<file path="config.mk">
export PLATFORM = sky130hd
export DESIGN_NAME = bsg_miniblade_wh_to_mem
export DESIGN_NICKNAME = d
export VERILOG_FILES = /design/src/rtl/bsg_miniblade_wh_to_mem.sv
export SDC_FILE = /design/constraint.sdc
export NUM_CORES = 1
export LEC_CHECK = 0
export ABC_AREA = 0
export CORE_MARGIN = 2
export CORE_UTILIZATION = 49
export DETAILED_ROUTE_END_ITERATION = 7
export PLACE_DENSITY_LB_ADDON = 0.25
export SLEW_MARGIN = 5
export SYNTH_ARGS = -nofsm -noshare
export SYNTH_HDL_FRONTEND = slang
export SYNTH_SLANG_ARGS = --single-unit
</file>
<file path="constraint.sdc">
create_clock -name clk_i -period 6.06 [get_ports clk_i]
set_clock_uncertainty 0.15 [all_clocks]
set_input_delay 1.212 -clock clk_i [delete_from_list [all_inputs] [get_ports clk_i]]
set_output_delay 1.212 -clock clk_i [all_outputs]
set_load 0.01 [all_outputs]
</file>
<file path="src/rtl/bsg_miniblade_wh_to_mem.sv">
// bsg_miniblade_wh_to_mem: east-edge wormhole terminator for a vcache row.
// DMA fill/evict packets become beats on a single-port memory interface.
module bsg_miniblade_wh_to_mem #(
  parameter int wh_flit_width_p = 64,
  parameter int wh_cid_width_p = 2,
  parameter int wh_len_width_p = 4,
  parameter int wh_cord_width_p = 4,
  parameter int addr_width_p = 32,
  parameter int burst_len_p = 2,
  parameter int rd_fifo_els_p = 2,
  localparam int link_sif_width_lp = wh_flit_width_p + 2
) (
  input  logic                         clk_i,
  input  logic                         reset_n_i,
  input  logic [wh_cord_width_p-1:0]   my_wh_cord_i,
  input  logic [link_sif_width_lp-1:0] wh_link_sif_i,
  output logic [link_sif_width_lp-1:0] wh_link_sif_o,
  output logic                         mem_v_o,
  output logic                         mem_w_o,
  output logic [addr_width_p-1:0]      mem_addr_o,
  output logic [wh_flit_width_p-1:0]   mem_data_o,
  input  logic                         mem_yumi_i,
  input  logic                         mem_data_v_i,
  input  logic [wh_flit_width_p-1:0]   mem_data_i
);
  localparam int W = wh_flit_width_p;
  localparam int C = wh_cord_width_p;
  localparam int L = wh_len_width_p;
  localparam int I = wh_cid_width_p;
  localparam int A = addr_width_p;
  localparam int H = 2*C + L + 2*I + 1;
  localparam int BW = $clog2(burst_len_p + 1);
  localparam int FW = $clog2(rd_fifo_els_p + 1);
  localparam int PW = $clog2(rd_fifo_els_p);
  localparam logic [A-1:0] STRIDE = A'(W / 8);

  localparam logic [2:0] IDLE    = 3'd0;
  localparam logic [2:0] ADDR    = 3'd1;
  localparam logic [2:0] WR      = 3'd2;
  localparam logic [2:0] RD_REQ  = 3'd3;
  localparam logic [2:0] RD_HDR  = 3'd4;
  localparam logic [2:0] RD_DATA = 3'd5;

  logic         in_v, in_ready, out_v, out_ready;
  logic [W-1:0] in_data, out_data, hdr;

  assign in_v      = wh_link_sif_i[W+1];
  assign in_data   = wh_link_sif_i[W:1];
  assign out_ready = wh_link_sif_i[0];
  assign wh_link_sif_o = {out_v, out_data, in_ready};

  logic [2:0]    st_q, st_d;
  logic          up_q, wnr_q;
  logic [C-1:0]  src_cord_q;
  logic [I-1:0]  src_cid_q, cid_q;
  logic [A-1:0]  addr_q;
  logic [BW-1:0] beat_q, drain_q;
  logic [FW-1:0] out_q, cnt_q;
  logic [PW-1:0] wp_q, rp_q;
  logic [W-1:0]  fifo_q [rd_fifo_els_p];

  logic in_fire, mem_fire, rd_credit, rd_more;
  logic push, pop, rd_fire;

  assign in_fire  = in_v & in_ready;
  assign mem_fire = mem_v_o & mem_yumi_i;
  assign rd_fire  = mem_fire & ~mem_w_o;
  assign push     = mem_data_v_i;
  assign pop      = (st_q == RD_DATA) & out_v & out_ready;
  assign mem_addr_o = addr_q;

  // credit covers reads in flight plus buffered data
  assign rd_credit = ({1'b0, out_q} + {1'b0, cnt_q})
                   < (FW+1)'(rd_fifo_els_p);
  assign rd_more = beat_q != BW'(burst_len_p);

  always_comb begin
    hdr = '0;
    hdr[H-1:0] = {cid_q, my_wh_cord_i, 1'b0, src_cid_q,
                  L'(burst_len_p), src_cord_q};
  end

  // read requests keep issuing behind the reply so a small fifo cannot stall
  always_comb begin
    st_d       = st_q;
    in_ready   = 1'b0;
    out_v      = 1'b0;
    out_data   = fifo_q[rp_q];
    mem_v_o    = 1'b0;
    mem_w_o    = 1'b0;
    mem_data_o = in_data;
    unique case (st_q)
      IDLE: begin
        in_ready = up_q;
        if (in_fire) st_d = ADDR;
      end
      ADDR: begin
        in_ready = 1'b1;
        if (in_v) st_d = wnr_q ? WR : RD_REQ;
      end
      WR: begin
        mem_v_o  = in_v;
        mem_w_o  = 1'b1;
        in_ready = mem_yumi_i;
        if (in_fire && beat_q == BW'(burst_len_p - 1))
          st_d = IDLE;
      end
      RD_REQ: begin
        mem_v_o = rd_more & rd_credit;
        if (!rd_credit ||
            (mem_fire && beat_q == BW'(burst_len_p - 1)))
          st_d = RD_HDR;
      end
      RD_HDR: begin
        mem_v_o  = rd_more & rd_credit;
        out_v    = 1'b1;
        out_data = hdr;
        if (out_ready) st_d = RD_DATA;
      end
      RD_DATA: begin
        mem_v_o = rd_more & rd_credit;
        out_v   = cnt_q != '0;
        if (pop && drain_q == BW'(burst_len_p - 1))
          st_d = IDLE;
      end
      default: st_d = IDLE;
    endcase
  end

  function automatic logic [PW-1:0] nxt(input logic [PW-1:0] p);
    return (p == PW'(rd_fifo_els_p - 1)) ? '0 : p + PW'(1);
  endfunction

  always_ff @(posedge clk_i or negedge reset_n_i) begin
    if (!reset_n_i) begin
      st_q       <= IDLE;
      up_q       <= 1'b0;
      wnr_q      <= 1'b0;
      src_cord_q <= '0;
      src_cid_q  <= '0;
      cid_q      <= '0;
      addr_q     <= '0;
      beat_q     <= '0;
      drain_q    <= '0;
      out_q      <= '0;
      cnt_q      <= '0;
      wp_q       <= '0;
      rp_q       <= '0;
    end else begin
      st_q <= st_d;
      up_q <= 1'b1;
      if (st_q == IDLE && in_fire) begin
        cid_q      <= in_data[C+L +: I];
        wnr_q      <= in_data[C+L+I];
        src_cord_q <= in_data[C+L+I+1 +: C];
        src_cid_q  <= in_data[2*C+L+I+1 +: I];
      end
      if (st_q == ADDR && in_v) begin
        addr_q  <= in_data[A-1:0];
        beat_q  <= '0;
        drain_q <= '0;
      end
      if (mem_fire) begin
        addr_q <= addr_q + STRIDE;
        beat_q <= beat_q + BW'(1);
      end
      if (pop) drain_q <= drain_q + BW'(1);
      out_q <= out_q + FW'(rd_fire) - FW'(push);
      cnt_q <= cnt_q + FW'(push) - FW'(pop);
      if (push) wp_q <= nxt(wp_q);
      if (pop) rp_q <= nxt(rp_q);
    end
  end

  always_ff @(posedge clk_i) begin
    if (push) fifo_q[wp_q] <= mem_data_i;
  end

endmodule
</file>
==> results_dict.tcl <==
set metrics [dict create \
    yosysWarnings 0 \
    layout-drive-gt1-share_pct 7.60 \
    dr.max_layer_used "met4" \
    async_reset_ff_share_pct 30.1 \
    syn_nets 821 \
    synth_top_family_by_area "simple AND/OR/NAND/NOR gates" \
    cts.clk_slew.worst_paths_ns 0.07 \
    regArea_um2 5220 \
    synth_xor_area_share_pct 0.831 \
    fp.dieW_um 135 \
    routed_wl_um 19800 \
    synth_edf_count 128 \
    fp.dieArea_um2 18300 \
    hold_path_class "reg2reg" \
    drv_cap 0 \
    synth_common_cells "edfxtp_1, nand2_1, nor2_1" \
    cp_max_fo 51 \
    rows 47 \
    pin_count 302 \
    p_leak_uw 0.00423 \
    core_um2 16700 \
    whs_path_depth 2 \
    endpoint_kind "primary output" \
    vias 5835 \
    dr_wl_met3_um 1570 \
    final_core_util_pct 66.9 \
    numCtsBuffers 17 \
    finalSetupTns_ns 0 \
    synth-main-ff-cell "edfxtp_1" \
    post_cts_buffers 0 \
    synth_mux_area_share_pct 9.04 \
    synth-simple-area-share_pct 11.9 \
    fin_crit_sh_pct 73.7 \
    h-tree-depth 4 \
    slew_viol_final 0 \
    syn_inst 674 \
    worstPathArrival_ns 3.10 \
    p_per_area_nw_per_um2 466 \
    path_class "reg2out" \
    yosysTopAreaCellShare_pct 45.6 \
    syn_area_um2 8430 \
    grt_overflow 0 \
    syn2layout_area_growth_pct 32.6 \
    synth.area.top_cells "edfxtp_1, dfrtp_1, mux2i_1" \
    clock_latency_ns 0.42 \
    worst_slew_pin_slew_ns 1.10 \
    reg2reg_depth 8 \
    whs_endpoint "mem_addr_o[2]" \
    crit_path_start_kind "flop" \
    cts_root_buf "clkbuf_16" \
    wl_met2_um 9630 \
    synth_adder_area_share_pct 1.43 \
    nets 989 \
    antenna_found_initial 0 \
    nFillCells 1227 \
    dp_hpwl_um 13700 \
    avgSynthCellArea_um2 12.5 \
    wl_met1_um 8170 \
    synth_compound_area_share_pct 6.83 \
    r2r_setup_slack_ns 3.27 \
    yosysMostFrequentCell "edfxtp_1" \
    status "complete, no violations" \
    fp.dieH_um 135 \
    avgViaCountPerCell 5.43 \
    cts_resized 0 \
    synth_area_leader_cell "edfxtp_1" \
    cp-startpoint "st_q[1]" \
    rsz0062_at_grt "false" \
    ant_nets 0 \
    grt_max_degree 56 \
    grt_pass1_vias 5839 \
    synthDistinctLibCells 61 \
    required_ns 4.70 \
    fmax_mhz 224 \
    min_period_ns 4.47 \
    wl_per_cell_um 18.4 \
    hold_viol 0 \
    finalSetupViolCount 0 \
    gp_congestion 0.879 \
    hold_buffers 0 \
    ys_seq_elements 183 \
    dr.pass1.iters 5 \
    multi_input_area_um2 2560 \
    start_util_pct 50.5 \
    rr_startpoint "out_q[0]" \
    drc_errors 0 \
    ys_seq_area_share_pct 61.9 \
    dr.first_iter.drc_count 385 \
    cts_tree "done" \
    rr_endpoint "mem_addr_o[24]" \
    hp-start "mem_addr_o[2]" \
    peakVddDrop_v 0.000288 \
    grt_usage_pct 21.9 \
    cts_sinks 183 \
    grt_pass1_wl_um 30700 \
    place.port_buffers 237 \
    antenna_cells 0 \
    clk_path_buf_depth 2 \
    relSlewSlack_pct 26.5 \
]
[worst max-delay path, stage by stage (launching register included)]
cell	delay, ns
dfrtp_1	0.52
nand2b_1	0.29
nor2_4	0.86
buf_4	0.41
nor2_1	0.09
clkdlybuf4s50_1	0.49
[placed cells by master, fill, tap and decap left out, types with 9 or more instances in the layout]
cell type        instances
clkbuf_16               17
nand3_1                 14
o211ai_1                13
mux2i_1                 66
nor2_1                  67
inv_1                   12
edfxtp_1               128
nand2_1                 68
o21ai_0                 24
mux2_2                   9
clkdlybuf4s50_1        236
dfrtp_1                 54
a21oi_1                  9
[final cells by class]
type	count	share of cell area [%]
Clock buffer	17	3.81
Multi-Input combinational cell	382	22.9
Sequential cell	183	46.7
Inverter	14	0.470
Clock inverter	15	1.95
Tap cell	220	2.46
Timing Repair Buffer	244	21.7
[through the flow]
step	cell area (µm²)	hold slack, ns	power, µW	std cells	worst slack (ns)
2_1_floorplan	8430	0.303	3070	674	1.39
3_3_place_gp	10500	0.311	3990	1043	2.07
3_5_place_dp	10500	0.331	4050	1043	2.00
4_1_cts	11200	0.346	5250	1075	1.52
5_1_grt	11200	0.363	5500	1075	1.30
6_report	11200	0.340	5210	1075	1.59
[worst max path at each step]
stage	end	slack, ns	cells after the start
global route	wh_link_sif_o[24]	1.30	5
finish	wh_link_sif_o[53]	1.59	5
floorplan	fifo_q[0][0]	1.39	1
detailed placement	wh_link_sif_o[49]	2.00	5
global placement	wh_link_sif_o[8]	2.07	5
CTS	wh_link_sif_o[49]	1.52	5
[where the power goes]
part	leakage (µW)	internal (µW)	switching (µW)
Clock	0.000308	701	485
Sequential	0.00188	1710	341
Combinational	0.00205	1040	933
[per-layer routing]
metal	vias to the layer above	track usage (%)
met5	-	0
met4	0	7.75
met3	36	6.62
met2	281	35.9
met1	2806	27.8
li1	2712	-
[registers in the layout, summed over array words and instances, names as in the netlist]
name and cells:
wp_q 1, mem_addr_o 32, src_cord_q 4, cnt_q 2, out_q 2, st_q 3, rp_q 1, fifo_q 128
up_q 1, wnr_q 1, beat_q 2, src_cid_q 2, drain_q 2, cid_q 2
[kinds of logic (layout without fill, tap and decap cells)]
family	count (synthesis)	after routing
buffers and inverters	109	290
adder cells (fa/ha/maj)	9	9
flip-flops	183	183
XOR/XNOR	8	8
AND/OR/NAND/NOR	205	205
multiplexers	75	75
other	1	1
AO/OA/AOI/OAI	84	84
Note: power is estimated with default switching activity, not from simulation.
